## src/rtl/saber_io_pkg.sv

```systemverilog
// saber_io_pkg: shared phase encodings, default widths and FSM states for the serial host port
package saber_io_pkg;
    localparam logic [1:0] LAD_NOP  = 2'b00;
    localparam logic [1:0] LAD_ADDR = 2'b01;
    localparam logic [1:0] LAD_DATA = 2'b10;
    localparam logic [1:0] LAD_READ = 2'b11;
    localparam int DEF_ADDR_W     = 10;
    localparam int DEF_DATA_W     = 64;
    localparam int DEF_STREAM_LEN = DEF_DATA_W + 3;
    typedef enum logic [2:0] {
        IDLE,
        SHIFT,
        COMMIT,
        RD_ISSUE,
        RD_WAIT,
        STREAM
    } state_t;
endpackage

```

## src/rtl/host_rf_access_ctrl_if.sv

```systemverilog
// host_rf_access_ctrl_if: register-file bus (master = sequencer, slave = register file)
//   rf_we/rf_re  one-cycle write/read strobes
//   rf_addr      word address
//   rf_wdata     write data
//   rf_rdata     read data, valid RD_LAT cycles after rf_re
interface host_rf_access_ctrl_if
    import saber_io_pkg::*;
#(
    parameter int ADDR_W = DEF_ADDR_W,
    parameter int DATA_W = DEF_DATA_W
);
    logic              rf_we;
    logic              rf_re;
    logic [ADDR_W-1:0] rf_addr;
    logic [DATA_W-1:0] rf_wdata;
    logic [DATA_W-1:0] rf_rdata;
    modport master (output rf_we, rf_re, rf_addr, rf_wdata, input rf_rdata);
    modport slave  (input rf_we, rf_re, rf_addr, rf_wdata, output rf_rdata);
endinterface

```

## src/rtl/sat_bit_counter.sv

```systemverilog
// sat_bit_counter: shift-bit counter saturating at MAX
//   clk1, rst  clock and synchronous active-high reset
//   inc        count one bit this cycle
//   clr        clear to zero (wins over inc)
//   cnt        current count 0..MAX
//   full       cnt == MAX
module sat_bit_counter #(
    parameter int MAX = 10,
    parameter int W   = $clog2(MAX + 1)
) (
    input  logic         clk1,
    input  logic         rst,
    input  logic         inc,
    input  logic         clr,
    output logic [W-1:0] cnt,
    output logic         full
);
    assign full = cnt == W'(MAX);

    always_ff @(posedge clk1) begin
        if (rst || clr)
            cnt <= '0;
        else if (inc && !full)
            cnt <= cnt + W'(1);
    end
endmodule

```

## src/rtl/host_rf_access_ctrl.sv

```systemverilog
// host_rf_access_ctrl: serial host port sequencer driving the ComputeCore3 register file
//   clk1, rst                    clock and synchronous active-high reset
//   LAD2, LAD1                   phase pins: 00 NOP, 01 address, 10 data, 11 read-out
//   addr_reg, din_reg            address and data from the serial loader
//   rf                           register-file bus (master side)
//   data_from_RF_to_chip_output  read word held for serial stream-out
//   core_hold                    stalls the core while the host owns the register file
//   stream_done                  one-cycle pulse at each read-out frame end
//   err_frame                    sticky frame error, cleared only by rst
module host_rf_access_ctrl
    import saber_io_pkg::*;
#(
    parameter int ADDR_W     = DEF_ADDR_W,
    parameter int DATA_W     = DEF_DATA_W,
    parameter int RD_LAT     = 1,
    parameter int STREAM_LEN = DEF_STREAM_LEN
) (
    input  logic                  clk1,
    input  logic                  rst,
    input  logic                  LAD1,
    input  logic                  LAD2,
    input  logic [ADDR_W-1:0]     addr_reg,
    input  logic [DATA_W-1:0]     din_reg,
    host_rf_access_ctrl_if.master rf,
    output logic [DATA_W-1:0]     data_from_RF_to_chip_output,
    output logic                  core_hold,
    output logic                  stream_done,
    output logic                  err_frame
);
    localparam int AW = $clog2(ADDR_W + 1);
    localparam int DW = $clog2(DATA_W + 1);
    localparam int SW = $clog2(STREAM_LEN + 1);
    localparam logic [SW-1:0] S_LAST = SW'(STREAM_LEN - 1);

    logic [1:0]        phase;
    state_t            state, state_d;
    logic [AW-1:0]     addr_cnt;
    logic [DW-1:0]     data_cnt;
    logic              addr_full, data_full;
    logic [SW-1:0]     stream_cnt;
    logic [DATA_W-1:0] hold_q;
    logic              frame_bad, rd_go, rd_cnt;

    assign phase = {LAD2, LAD1};
    assign core_hold = (state != IDLE) || (phase != LAD_NOP);
    // RD_WAIT forwards the arriving word so the loader sees it before the register catches it
    assign data_from_RF_to_chip_output = (RD_LAT == 1 && state == RD_WAIT) ? rf.rf_rdata : hold_q;
    assign rd_go = (state_d == RD_ISSUE) && addr_full;
    assign rd_cnt = (phase == LAD_READ) && (state_d inside {RD_ISSUE, RD_WAIT, STREAM});

    sat_bit_counter #(.MAX(ADDR_W), .W(AW)) u_addr_cnt (
        .clk1 (clk1),
        .rst  (rst),
        .inc  (phase == LAD_ADDR),
        .clr  (frame_bad),
        .cnt  (addr_cnt),
        .full (addr_full)
    );

    sat_bit_counter #(.MAX(DATA_W), .W(DW)) u_data_cnt (
        .clk1 (clk1),
        .rst  (rst),
        .inc  (phase == LAD_DATA),
        .clr  (frame_bad || state == COMMIT),
        .cnt  (data_cnt),
        .full (data_full)
    );

    always_comb begin
        state_d   = state;
        frame_bad = 1'b0;
        unique case (state)
            IDLE:     state_d = phase == LAD_READ ? RD_ISSUE : phase != LAD_NOP ? SHIFT : IDLE;
            SHIFT: begin
                if (phase == LAD_READ)
                    state_d = RD_ISSUE;
                else if (phase == LAD_NOP) begin
                    state_d   = (data_full && addr_cnt == AW'(ADDR_W)) ? COMMIT : IDLE;
                    frame_bad = !(data_full && addr_cnt == AW'(ADDR_W)) && data_cnt != '0;
                end
            end
            COMMIT:   state_d = IDLE;
            RD_ISSUE: state_d = (addr_full && RD_LAT == 1) ? RD_WAIT : STREAM;
            RD_WAIT:  state_d = STREAM;
            STREAM:   state_d = phase == LAD_READ ? STREAM : IDLE;
            default:  state_d = IDLE;
        endcase
    end

    always_ff @(posedge clk1) begin
        if (rst) begin
            state       <= IDLE;
            rf.rf_we    <= 1'b0;
            rf.rf_re    <= 1'b0;
            rf.rf_addr  <= '0;
            rf.rf_wdata <= '0;
            hold_q      <= '0;
            err_frame   <= 1'b0;
            stream_cnt  <= '0;
            stream_done <= 1'b0;
        end else begin
            state    <= state_d;
            rf.rf_we <= state_d == COMMIT;
            rf.rf_re <= rd_go;
            if (state_d == COMMIT || rd_go)
                rf.rf_addr <= addr_reg;
            if (state_d == COMMIT)
                rf.rf_wdata <= din_reg;
            if (frame_bad || (state == RD_ISSUE && !addr_full))
                err_frame <= 1'b1;
            // a read without a full address streams zeros; RD_LAT 0 data is already valid here
            if (state == RD_ISSUE && (!addr_full || RD_LAT == 0))
                hold_q <= addr_full ? rf.rf_rdata : '0;
            if (state == RD_WAIT)
                hold_q <= rf.rf_rdata;
            stream_done <= rd_cnt && stream_cnt == S_LAST;
            stream_cnt  <= (!rd_cnt || stream_cnt == S_LAST) ? '0 : stream_cnt + SW'(1);
        end
    end
endmodule

```

## src/flat_wrapper.sv

```systemverilog
// flat-port wrapper written by rule: the top's interface ports become plain ports
module host_rf_access_ctrl_flat import saber_io_pkg::*;
#(
    parameter int ADDR_W     = DEF_ADDR_W,
    parameter int DATA_W     = DEF_DATA_W,
    parameter int RD_LAT     = 1,
    parameter int STREAM_LEN = DEF_STREAM_LEN
)
  (clk1, rst, LAD1, LAD2, addr_reg, din_reg, data_from_RF_to_chip_output, core_hold, stream_done, err_frame, rf_rf_we, rf_rf_re, rf_rf_addr, rf_rf_wdata, rf_rf_rdata);
  host_rf_access_ctrl_if #(.ADDR_W(ADDR_W), .DATA_W(DATA_W)) rf_i ();
  input  logic clk1;
  input  logic rst;
  input  logic LAD1;
  input  logic LAD2;
  input  logic [ADDR_W-1:0] addr_reg;
  input  logic [DATA_W-1:0] din_reg;
  output logic [DATA_W-1:0] data_from_RF_to_chip_output;
  output logic core_hold;
  output logic stream_done;
  output logic err_frame;
  output wire logic [$bits(rf_i.rf_we)-1:0] rf_rf_we;
  output wire logic [$bits(rf_i.rf_re)-1:0] rf_rf_re;
  output wire logic [$bits(rf_i.rf_addr)-1:0] rf_rf_addr;
  output wire logic [$bits(rf_i.rf_wdata)-1:0] rf_rf_wdata;
  input wire logic [$bits(rf_i.rf_rdata)-1:0] rf_rf_rdata;
  assign rf_rf_we = rf_i.rf_we;
  assign rf_rf_re = rf_i.rf_re;
  assign rf_rf_addr = rf_i.rf_addr;
  assign rf_rf_wdata = rf_i.rf_wdata;
  assign rf_i.rf_rdata = rf_rf_rdata;
  host_rf_access_ctrl #(.ADDR_W(ADDR_W), .DATA_W(DATA_W), .RD_LAT(RD_LAT), .STREAM_LEN(STREAM_LEN)) u_core (.clk1(clk1), .rst(rst), .LAD1(LAD1), .LAD2(LAD2), .addr_reg(addr_reg), .din_reg(din_reg), .rf(rf_i), .data_from_RF_to_chip_output(data_from_RF_to_chip_output), .core_hold(core_hold), .stream_done(stream_done), .err_frame(err_frame));
endmodule
```

## config.mk

```make
export PLATFORM = sky130hd
export DESIGN_NAME = host_rf_access_ctrl_flat
export DESIGN_NICKNAME = d
export VERILOG_FILES = /design/src/rtl/saber_io_pkg.sv /design/src/rtl/host_rf_access_ctrl_if.sv /design/src/rtl/sat_bit_counter.sv /design/src/rtl/host_rf_access_ctrl.sv /design/src/flat_wrapper.sv
export SDC_FILE = /design/constraint.sdc
export NUM_CORES = 1
export LEC_CHECK = 0
export ABC_AREA = 1
export CORE_MARGIN = 2
export CORE_UTILIZATION = 39
export CTS_CLUSTER_SIZE = 16
export DETAILED_ROUTE_END_ITERATION = 16
export PLACE_DENSITY_LB_ADDON = 0.05
export SKIP_CTS_REPAIR_TIMING = 1
export SYNTH_ARGS = -nofsm -noshare
export SYNTH_HDL_FRONTEND = slang
export SYNTH_SLANG_ARGS = --single-unit
```

## constraint.sdc

```tcl
create_clock -name clk1 -period 3.42 [get_ports clk1]
set_clock_uncertainty 0.1 [all_clocks]
set_input_delay 0.684 -clock clk1 [delete_from_list [all_inputs] [get_ports clk1]]
set_output_delay 0.684 -clock clk1 [all_outputs]
set_load 0.01 [all_outputs]
```

==> impl_metrics.tcl, run 1 <==
set metrics [dict create \
    status "finished clean" \
    critPathCaptureType "output port" \
    drive_gt1_share_pct 3.701 \
    gp_congestion 0.7679 \
    slew_violations 0 \
    dp_hpwl_um 12340 \
    crit_fanout 128 \
    synth_top_area_share_pct 50.05 \
    clock_latency_ps 410 \
    finalWorstPathRequiredPeriod_ps 3225 \
    max_stage_delay_ps 630 \
    holdPathStages 2 \
    max_freq_mhz 310.1 \
    detail_route.first_pass.iterations 4 \
    cp_data_arrival_time_ps 2440 \
    critPathLaunch "u_core.state[1]" \
    grt_pass1_vias 5472 \
    slew-limit-headroom_pct 62.54 \
    drt_iter0_drc 364 \
    finalSetupTns_ps 0 \
    coreArea_um2 16470 \
    r2r_start "u_core.u_addr_cnt.cnt[1]" \
    swShare_pct 23.38 \
    num_antenna_cells 0 \
    crit_slowest_cell "clkdlybuf4s50_1" \
    ys_warn_count 0 \
    synth_top_area_cell "dfxtp_1" \
    clockPowerShare_pct 40.2 \
    wl_um 17630 \
    path_class "flip-flop to output port" \
    worst_slew_pin_slew_ps 556.0 \
    synthTopCellsByArea "dfxtp_1, nor2_1, inv_1, nand2_1, o21ai_0" \
    synth-seq-cells 163 \
    reg2reg_slack_ps 1340 \
    die_w_um 133.3 \
    hold_end "u_core.u_data_cnt.cnt[6]" \
    seq_area_frac_synth_pct 50.05 \
    drv_cap 0 \
    drt-vias-per-instance 4.313 \
    synth_cells 914 \
    grt-ovfl-total 0 \
    cts_tree "done" \
    portBuffers 284 \
    power_frac_seq_pct 44.6 \
    synth_nets 1062 \
    holdCritPathClass "flip-flop to flip-flop" \
    syn_to_final_growth_pct 54.38 \
    required_ps 2640 \
    total_power_w 0.004549 \
    grt_start_max_net_pins 129 \
    htreeDepth 4 \
    cts.reportedPaths.clkPinSlew_ps 60 \
    die_h_um 133.3 \
    p_sw_w 0.001064 \
    drcViolationCount 0 \
    finalHoldViolCount 0 \
    nNetsFinal 1327 \
    yosysUniqueCellTypes 28 \
    dieArea_um2 17770 \
    p_leak_nw 3.778 \
    vias 6077 \
    rsz0062_at_grt "false" \
    clk_path_buf_depth 2 \
    antenna_found_initial 0 \
    power.density_nw_per_um2 451.9 \
    syn-cell-area_um2 6520 \
    hold_path_startpoint "u_core.u_data_cnt.cnt[6]" \
    initial_core_util_pct 39.60 \
    synth_area_per_cell_um2 7.133 \
    internal_power_w 0.003485 \
    finalSetupViolCount 0 \
    cts_sinks 163 \
    fillCellCount 1544 \
    cts_inserted_buffers 17 \
    rows 47 \
    grt_usage_pct 19.74 \
    place_area_um2 9508 \
    crit_chain "nor3_2, buf_12, nand2_1, o21ai_0, clkdlybuf4s50_1" \
    io_pins 285 \
    worst_r2r_path_depth 10 \
    final_area_um2 10070 \
    peakVddDrop_mv 0.3132 \
    start_kind "flip-flop" \
    routedWlPerCell_um 12.51 \
    ant_nets 0 \
    r2r_end "u_core.rf.rf_wdata[12]" \
    period_share_pct 94.28 \
    clock-root-buffer "clkbuf_16" \
    grt_pass1_wl_um 27750 \
    p_comb_share_pct 15.1 \
]
==> registers in the layout (all words and copies together), names as in the netlist <==
| signal | count |
|---|---|
| u_core.state | 3 |
| u_core.rf.rf_wdata | 64 |
| u_core.u_addr_cnt.cnt | 4 |
| u_core.u_data_cnt.cnt | 7 |
| u_core.hold_q | 64 |
| u_core.stream_cnt | 7 |
| u_core.stream_done | 1 |
| u_core.rf.rf_re | 1 |
| u_core.err_frame | 1 |
| u_core.rf.rf_we | 1 |
| u_core.rf.rf_addr | 10 |
==> metal layers <==
metal	share of wire, %	GRT usage, %	up-vias
met5	0	0	-
met1	44	23.06	2580
met2	46	32.88	196
met3	8.8	7.915	21
met4	1.7	6.974	0
li1	-	-	3280
==> kinds of logic after synthesis <==
group,synth area share (%)
flip-flops,50.05
XOR/XNOR,1.343
adder cells (fa/ha/maj),1.151
AND/OR/NAND/NOR,23.20
buffers and inverters,13.24
AO/OA/AOI/OAI,11.02
==> critical path, delay by kind of cell, from the launching register on <==
kind                   cells  cell delay (ps)
buffers and inverters      2             1010
and+or+nand+nor            2              370
DFF                        1              360
AOI/OAI and AO/OA          1              210
==> synthesized netlist by cell type <==
cell type  instances
nor2_1           240
dfxtp_1          163
inv_1            159
nand2_1          115
o21ai_0           79
o21ai_1           53
buf_2             17
clkbuf_1          15
nand3_1           11
a21oi_1           10
xor2_1             7
buf_4              6
buf_6              6
ha_1               6
nand4_1            5
nor3_1             5
xnor2_1            3
inv_2              2
nand2_2            2
or2_2              2
and2_1             1
and3_1             1
clkinv_2           1
nand3b_1           1
nor2_2             1
nor3_2             1
nor3b_1            1
o31ai_1            1
==> stage by stage <==
stage	instances	setup WS [ps]	hold WS [ps]	util (%)
2_1_floorplan	914	1498	329.7	-
6_report	1409	195.5	366.1	61.13
4_1_cts	1409	201.0	369.2	61.13
5_1_grt	1409	42.79	403.8	61.13
3_3_place_gp	1380	638.7	348.4	57.74
3_5_place_dp	1380	611.5	359.0	57.74
==> layout by cell type (no fill, tap or decap), types with 3 or more instances in the layout <==
| cell | synthesis | layout |
|---|---|---|
| nand2_1 | 115 | 115 |
| clkbuf_1 | 15 | 3 |
| xnor2_1 | 3 | 3 |
| nor3_1 | 5 | 4 |
| nand3_1 | 11 | 11 |
| clkdlybuf4s50_1 | 0 | 284 |
| clkbuf_16 | 0 | 17 |
| clkbuf_8 | 0 | 3 |
| nor2_1 | 240 | 240 |
| o21ai_1 | 53 | 52 |
| inv_2 | 2 | 3 |
| dfxtp_1 | 163 | 163 |
| ha_1 | 6 | 6 |
| buf_12 | 0 | 5 |
| inv_1 | 159 | 158 |
| xor2_1 | 7 | 7 |
| a21oi_1 | 10 | 10 |
| clkinv_2 | 1 | 5 |
| o21ai_0 | 79 | 79 |
| nand4_1 | 5 | 5 |
==> layout make-up <==
cell class                 instances  area (um^2)  area share [%]
sequential                       163         3263           32.42
timing repair buffer             290         2950           29.31
tap                              220        275.3           2.735
clock inverter                     6        80.08          0.7955
multi-input combinational        545         2410           23.94
inverter                         162        609.3           6.053
clock buffer                      23        478.0           4.748
==> power groups by stage <==
stage               logic [W]  clock network, W  registers [W]
CTS                  0.000695           0.00188        0.00203
detailed placement   0.000690                 0        0.00207
finish               0.000689           0.00183        0.00203
floorplan            0.000259                 0        0.00210
global placement     0.000690                 0        0.00207
global route         0.000759           0.00195        0.00204
==> worst max-delay path by stage <==
stage	endpoint	slack [ps]	depth (start not counted)
floorplan	data_from_RF_to_chip_output[0]	1500	5
global placement	data_from_RF_to_chip_output[52]	640	4
detailed placement	data_from_RF_to_chip_output[60]	610	4
CTS	data_from_RF_to_chip_output[60]	200	5
global route	data_from_RF_to_chip_output[1]	40	6
finish	data_from_RF_to_chip_output[52]	200	5
Note: power is estimated with default switching activity, not from simulation.
==> inputs of run 2 (changes only) <==
--- a/config.mk
+++ b/config.mk
@@ -7,7 +7,7 @@
 export LEC_CHECK = 0
 export ABC_AREA = 1
 export CORE_MARGIN = 2
-export CORE_UTILIZATION = 39
+export CORE_UTILIZATION = 46
 export CTS_CLUSTER_SIZE = 16
 export DETAILED_ROUTE_END_ITERATION = 16
 export PLACE_DENSITY_LB_ADDON = 0.05
==> impl_metrics.tcl, run 2 (synthesis gave the netlist of run 1 again) <==
set metrics [dict create \
    status "finished clean" \
    dieArea_um2 15140 \
    routedWlPerCell_um 12.54 \
    portBuffers 284 \
    power.density_nw_per_um2 483.6 \
    wl_um 17250 \
    max_stage_delay_ps 620 \
    hold_end "u_core.stream_cnt[0]" \
    ant_nets 0 \
    drt_iter0_drc 278 \
    detail_route.first_pass.iterations 4 \
    clockPowerShare_pct 44.6 \
    p_comb_share_pct 14.0 \
    r2r_start "u_core.u_data_cnt.cnt[0]" \
    crit_chain "inv_1, nor3_2, buf_12, nand2_1, o21ai_0, clkdlybuf4s50_1" \
    r2r_end "u_core.rf.rf_wdata[27]" \
    io_pins 285 \
    crit_slowest_cell "clkdlybuf4s50_1" \
    path_class "flip-flop to output port" \
    antenna_found_initial 0 \
    coreArea_um2 13880 \
    grt_pass1_vias 5387 \
    syn_to_final_growth_pct 55.46 \
    grt_pass1_wl_um 26020 \
    holdCritPathClass "flip-flop to flip-flop" \
    internal_power_w 0.003827 \
    place_area_um2 9455 \
    gp_congestion 0.8294 \
    finalHoldViolCount 0 \
    die_h_um 123.1 \
    rsz0062_at_grt "false" \
    final_area_um2 10140 \
    grt_usage_pct 22.08 \
    htreeDepth 4 \
    grt-ovfl-total 0 \
    peakVddDrop_mv 0.3279 \
    swShare_pct 21.94 \
    clock_latency_ps 410 \
    slew_violations 0 \
    drt-vias-per-instance 4.487 \
    largestRegisters "u_core.hold_q: 64 flops, u_core.rf.rf_wdata: 64 flops, u_core.rf.rf_addr: 10 flops" \
    drive_gt1_share_pct 4.184 \
    final_cell_mix "clkdlybuf4s50_1, nor2_1, dfxtp_1" \
    max_freq_mhz 317.0 \
    reg2reg_slack_ps 1080 \
    clock-root-buffer "clkbuf_16" \
    num_antenna_cells 0 \
    hold_path_startpoint "u_core.stream_cnt[0]" \
    cts.reportedPaths.clkPinSlew_ps 60 \
    finalSetupTns_ps 0 \
    worst_slew_pin_slew_ps 988.0 \
    p_leak_nw 3.837 \
    slew-limit-headroom_pct 33.88 \
    worst_r2r_path_depth 13 \
    p_sw_w 0.001075 \
    mostFrequentLayoutCell "clkdlybuf4s50_1" \
    drv_cap 0 \
    critPathCaptureType "output port" \
    drcViolationCount 0 \
    power_frac_seq_pct 41.4 \
    cts_tree "done" \
    finalWorstPathRequiredPeriod_ps 3155 \
    cp_num_cells 6 \
    vias 6170 \
    cp_data_arrival_time_ps 2370 \
    cts_inserted_buffers 17 \
    holdPathStages 1 \
    required_ps 2640 \
    crit_fanout 128 \
    clk_path_buf_depth 2 \
    fillCellCount 1157 \
    start_kind "flip-flop" \
    period_share_pct 92.24 \
    path_buf_inv 3 \
    rows 43 \
    cts_sinks 163 \
    grt_start_max_net_pins 129 \
    die_w_um 123.1 \
    dp_hpwl_um 12330 \
    finalSetupViolCount 0 \
    cp_top_family "buffers and inverters" \
    initial_core_util_pct 46.97 \
    nNetsFinal 1330 \
]
==> run 2: cell count changes in the layout (fill, tap and decap cells not counted) <==
cell / delta
buf_12: -2
buf_4: +5
bufinv_16: +5
clkbuf_8: -2
==> run 2: final cells by class <==
cell class,instances,area (um^2),share of cell area [%]
timing repair buffer,293,2948,29.08
clock inverter,11,230.2,2.271
tap,180,225.2,2.222
multi-input combinational,545,2410,23.77
sequential,163,3263,32.19
inverter,162,609.3,6.012
clock buffer,21,450.4,4.444
==> run 2: per-stage QoR <==
step | cells | utilization [%] | hold WS (ps) | setup WS [ps] | total power [W]
floorplan | 914 | - | 329.7 | 1498 | 0.002361
global placement | 1343 | 68.12 | 349.2 | 673.6 | 0.002752
detailed placement | 1343 | 68.12 | 352.5 | 647.3 | 0.002759
CTS | 1375 | 73.02 | 366.6 | 257.5 | 0.004954
global route | 1375 | 73.02 | 392.1 | 73.13 | 0.005100
finish | 1375 | 73.02 | 359.1 | 265.3 | 0.004902
==> run 2: worst max path at each step <==
stage	slack [ps]	end	startpoint
6_report	270	data_from_RF_to_chip_output[4]	u_core.state[2]
4_1_cts	260	data_from_RF_to_chip_output[1]	u_core.state[2]
2_1_floorplan	1500	data_from_RF_to_chip_output[0]	u_core.state[2]
3_3_place_gp	670	data_from_RF_to_chip_output[1]	rf_rf_rdata[1]
5_1_grt	70	data_from_RF_to_chip_output[21]	u_core.state[2]
3_5_place_dp	650	u_core.rf.rf_wdata[18]	LAD2
==> run 2: layer usage <==
metal / wire, um / share of wire [%] / global-route usage [%] / up-vias
met2: 8219 / 48 / 37.95 / 204
met3: 1635 / 9.5 / 9.410 / 33
met5: 0 / 0 / 0 / -
li1: - / - / - / 3288
met1: 6948 / 40 / 23.92 / 2645
met4: 446 / 2.6 / 8.949 / 0
==> run 2: power by group through the flow <==
stage	logic (W)	clock network (W)	registers, W
2_1_floorplan	0.000259	0	0.00210
3_3_place_gp	0.000684	0	0.00207
3_5_place_dp	0.000687	0	0.00207
4_1_cts	0.000692	0.00223	0.00203
5_1_grt	0.000755	0.00230	0.00204
6_report	0.000686	0.00218	0.00203
==> inputs of run 3 (changes only) <==
--- a/config.mk
+++ b/config.mk
@@ -10,7 +10,7 @@
 export CORE_UTILIZATION = 46
 export CTS_CLUSTER_SIZE = 16
 export DETAILED_ROUTE_END_ITERATION = 16
-export PLACE_DENSITY_LB_ADDON = 0.05
+export PLACE_DENSITY = 0.87
 export SKIP_CTS_REPAIR_TIMING = 1
 export SYNTH_ARGS = -nofsm -noshare
 export SYNTH_HDL_FRONTEND = slang
==> impl_metrics.tcl, run 3 (synthesis gave the netlist of run 1 again) <==
set metrics [dict create \
    coreArea_um2 13880 \
    slew_violations 0 \
    crit_fanout 128 \
    cts_tree "done" \
    num_antenna_cells 0 \
    drt_iter0_drc 355 \
    cts.reportedPaths.clkPinSlew_ps 60 \
    clk_path_buf_depth 2 \
    drt-vias-per-instance 4.609 \
    p_leak_nw 3.762 \
    r2r_end "u_core.rf.rf_wdata[49]" \
    grt_usage_pct 22.32 \
    holdCritPathClass "flip-flop to flip-flop" \
    largestRegisters "u_core.hold_q: 64 flops, u_core.rf.rf_wdata: 64 flops, u_core.rf.rf_addr: 10 flops" \
    clock-root-buffer "clkbuf_16" \
    cp_data_arrival_time_ps 2410 \
    cts_inserted_buffers 17 \
    grt_pass1_vias 5664 \
    rows 43 \
    final_area_um2 10000 \
    finalHoldViolCount 0 \
    period_share_pct 93.30 \
    routedWlPerCell_um 12.73 \
    finalSetupTns_ps 0 \
    grt_start_max_net_pins 129 \
    grt-ovfl-total 0 \
    slew-limit-headroom_pct 40.26 \
    mostFrequentLayoutCell "clkdlybuf4s50_1" \
    finalWorstPathRequiredPeriod_ps 3191 \
    status "finished clean" \
    portBuffers 284 \
    critPathCaptureType "output port" \
    clock_latency_ps 420 \
    r2r_start "u_core.u_data_cnt.cnt[0]" \
    final_cell_mix "clkdlybuf4s50_1, nor2_1, dfxtp_1" \
    fillCellCount 1038 \
    nNetsFinal 1329 \
    power.density_nw_per_um2 455.3 \
    place_area_um2 9435 \
    dp_hpwl_um 12500 \
    rsz0062_at_grt "false" \
    vias 6323 \
    hold_path_startpoint "u_core.u_data_cnt.cnt[6]" \
    io_pins 285 \
    antenna_found_initial 0 \
    worst_r2r_path_depth 13 \
    initial_core_util_pct 46.97 \
    max_freq_mhz 313.4 \
    crit_slowest_cell "clkdlybuf4s50_1" \
    seq_area_um2 3263 \
    drv_cap 0 \
    syn_to_final_growth_pct 53.44 \
    critPathLaunch "u_core.state[2]" \
    total_power_w 0.004555 \
    crit_chain "inv_1, nor3_2, buf_12, nand2_1, o21ai_0, clkdlybuf4s50_1" \
    peakVddDrop_mv 0.3220 \
    reg2reg_slack_ps 1060 \
    drive_gt1_share_pct 3.943 \
    grt_pass1_wl_um 26210 \
    finalSetupViolCount 0 \
    dieArea_um2 15140 \
    required_ps 2640 \
    htreeDepth 4 \
    wl_um 17470 \
    detail_route.first_pass.iterations 5 \
    ant_nets 0 \
    gp_congestion 0.8530 \
    die_h_um 123.1 \
    worst_slew_pin_slew_ps 892.7 \
    max_stage_delay_ps 620 \
    die_w_um 123.1 \
    multiInputGateArea_um2 2410 \
    start_kind "flip-flop" \
    path_class "flip-flop to output port" \
    drcViolationCount 0 \
    crit_path_end "data_from_RF_to_chip_output[26]" \
    cts_sinks 163 \
]
run 3: changes by cell type in the layout (fill, tap and decap cells not counted), sizes merged:
cell	delta
clkinv	-1
clkinvlp	+3
clkbuf	+1
bufinv	-5
buf	-1
run 3: metal layers:
metal  vias to the layer above  track usage (%)  part of all wire (%)
met2                       243            38.74                    48
met5                         -                0                     0
met4                         0            10.30                   3.1
li1                       3279                -                     -
met1                      2765            23.69                    39
met3                        36            8.994                    10
run 3: worst min path at each step:
stage	slack (ps)	cells past startpoint	endpoint
2_1_floorplan	330	1	u_core.stream_cnt[0]
3_3_place_gp	350	1	u_core.stream_cnt[0]
3_5_place_dp	360	2	u_core.u_data_cnt.cnt[6]
4_1_cts	360	2	u_core.u_data_cnt.cnt[6]
5_1_grt	390	2	u_core.u_data_cnt.cnt[6]
6_report	360	2	u_core.u_data_cnt.cnt[6]
run 3: final cells by class:
| class | count | share of cell area, % |
|---|---|---|
| Timing Repair Buffer | 292 | 29.26 |
| Sequential cell | 163 | 32.62 |
| Tap cell | 180 | 2.251 |
| Inverter | 162 | 6.091 |
| Multi-Input combinational cell | 545 | 24.09 |
| Clock inverter | 8 | 1.051 |
| Clock buffer | 22 | 4.640 |
run 3: stage by stage:
step                util [%]  cells  setup WS (ps)  hold WS, ps
CTS                    72.08   1372          224.7        364.5
detailed placement     67.97   1342          632.4        355.3
floorplan                  -    914           1498        329.7
finish                 72.08   1372          229.0        362.6
global route           72.08   1372          63.74        388.0
global placement       67.97   1342          639.2        345.6
run 3: report_power, final:
| part | switching, W | internal, W |
|---|---|---|
| clock network | 0.000730 | 0.00111 |
| logic | 0.000309 | 0.000378 |
| registers | 0.0000465 | 0.00199 |
| total | 0.00108 | 0.00347 |
run 3: critical path: cells and delay by family, from the launching register on:
kind / cells / cell delay, ps
buffers and inverters: 3 / 1100
AO/OA/AOI/OAI: 1 / 190
AND/OR/NAND/NOR: 2 / 280
flip-flops: 1 / 340
==> edit (settings of run 1) <==
Change the package constant `DEF_DATA_W` from 64 to 32.
--- a/src/rtl/saber_io_pkg.sv
+++ b/src/rtl/saber_io_pkg.sv
@@ -6,5 +6,5 @@
     localparam logic [1:0] LAD_READ = 2'b11;
     localparam int DEF_ADDR_W     = 10;
-    localparam int DEF_DATA_W     = 64;
+    localparam int DEF_DATA_W     = 32;
     localparam int DEF_STREAM_LEN = DEF_DATA_W + 3;
     typedef enum logic [2:0] {
Ports: changed (resized data_from_RF_to_chip_output, din_reg, rf_rf_rdata and rf_rf_wdata); port bits go from 285 to 157. The function was not compared with the original's and may differ.
==> edit against run 1 <==
- global-route usage is 1.9 points lower
- first-iteration DRC count is 49% lower
- sequential cell count is 66 lower
- setup slack better by 150 ps
- synthesized area is 39% lower
- wire length is 45% lower
- total power is 47% lower
- cell area is 42% lower
- largest power group unchanged
==> edit: results (changes against run 1) <==
metric	value	unit	change
FFs w/ async S/R, synth	0		unchanged
R2R Setup Slk	1060	ps	-280 ps
TritonRoute pass-1 iters	5		+1
NumNets Final	793		-40%
gr usage total	0.1783		-0.01908
Post-DP Area	0.005614	sq mm	-41%
global-route wire length before repair	15920	microns	-43%
Seq/Total Area, Yosys	0.4893		-0.01120
Clk Latency, worst-skew pair	350	ps	-60 ps
P_int	1.803	mW	-48%
WHS Endpoint	u_core.stream_cnt[0]$_SDFF_PP0_		
Placer Congestion	0.8747		+14%
Yosys cell types	26		-7.1%
diode count	0		unchanged
relative slew slack	0.4605		-0.1649
PortBufs	156		-45%
top flop regs	u_core.hold_q x32, u_core.rf.rf_wdata x32, u_core.rf.rf_addr x10		
Mapped Nets	644		-39%
CP arrival	2290	ps	-150 ps
total via count in the routed design	3719		-39%
largest net degree at the start of global routing	65		-50%
Clk pin slew, worst setup/hold paths	90	ps	+30 ps
Reg2Reg Depth	12		+2
hold_sp	u_core.stream_cnt[0]$_SDFF_PP0_		
antenna violations before repair	0		unchanged
largest cells by area after synthesis	dfxtp_1 49%, nor2_1 14%, inv_1 9.0%		
crit-path leading delay family	buffers and inverters		
worst hold path cell count	1		-1
worst flop-to-flop path endpoint	u_core.rf.rf_wdata[21]$_SDFFE_PP0P_		
CP startpoint	u_core.state[2]$_SDFF_PP0_		
Worst Slack Setup Final	343.1	ps	+147.7 ps
GRT overflow	0		unchanged
CP max stage delay	590	ps	-40 ps
min-delay worst type	flip-flop to flip-flop		
share of cells above drive strength 1	0.03922		+0.002210
vias in the first global route	3435		-37%
commonest cells in the netlist	150 x nor2_1, 97 x dfxtp_1, 95 x inv_1		
Main synth FF type	dfxtp_1		
CTS root buf	clkbuf_8		
1st-iter DRT viols	185		-49%
status	completed		
Worst Setup EP	data_from_RF_to_chip_output[22]		
hpwl dp	7055	microns	-43%
pre-CTS WS	661.3	ps	+49.81 ps
maximum vdd ir drop	214.2	uV	-32%
crit-path max FO	64		-50%
maximum clock insertion buffer count	2		unchanged
Leak	2.233	nW	-41%
Ys Warns	0		unchanged
reg2reg start	u_core.u_addr_cnt.cnt[0]$_SDFFE_PP0P_		
slowest CP cell	clkdlybuf4s50_1		
H-tree levels	3		-1
DR WL/cell	11.43	microns	-8.7%
CTS buffer count	9		-8
[edit: cell types whose count changed in the layout (fill, tap and decap cells not counted), sizes merged, moves of 5 or more]
cell / change
nand3: +5
nand2: -38
o21ai: -66
inv: -63
clkbuf: -13
clkdlybuf4s50: -128
dfxtp: -66
a21oi: -7
nor2: -90
[edit: cell families after synthesis]
kind of cell,after synthesis,synth area share
AND/OR/NAND/NOR,254,0.2547
buffers and inverters,122,0.1230
flip-flops,97,0.4893
AO/OA/AOI/OAI,70,0.08922
XOR/XNOR,10,0.02207
adder cells (fa/ha/maj),6,0.01892
multiplexers,1,0.002837
[edit: cell type report]
cell class / count / area [sq um]
Clock buffer: 10 / 127.6
Multi-Input combinational cell: 341 / 1539
Tap cell: 133 / 166.4
Fill cell: 948 / 3995
Clock inverter: 6 / 82.58
Inverter: 100 / 375.4
Timing Repair Buffer: 160 / 1592
Sequential cell: 97 / 1942
[edit: power by group through the flow]
stage	combinational (mW)	sequential (mW)	clock [mW]
6_report	0.397	1.21	0.791
5_1_grt	0.440	1.21	0.867
4_1_cts	0.401	1.21	0.819
3_3_place_gp	0.395	1.23	0
3_5_place_dp	0.399	1.23	0
2_1_floorplan	0.162	1.25	0
[edit: metrics by stage]
step           std cells  hold WS [ps]
3_5_place_dp         831         356.9
3_3_place_gp         831         345.6
2_1_floorplan        560         330.0
5_1_grt              847         410.1
6_report             847         370.6
4_1_cts              847         378.3
[edit: layer usage]
layer | global-route usage | vias to the layer above | part of all wire
li1 | - | 1977 | -
met1 | 0.2210 | 1619 | 0.45
met2 | 0.2820 | 113 | 0.44
met3 | 0.06363 | 10 | 0.089
met4 | 0.07143 | 0 | 0.016
met5 | 0 | - | 0
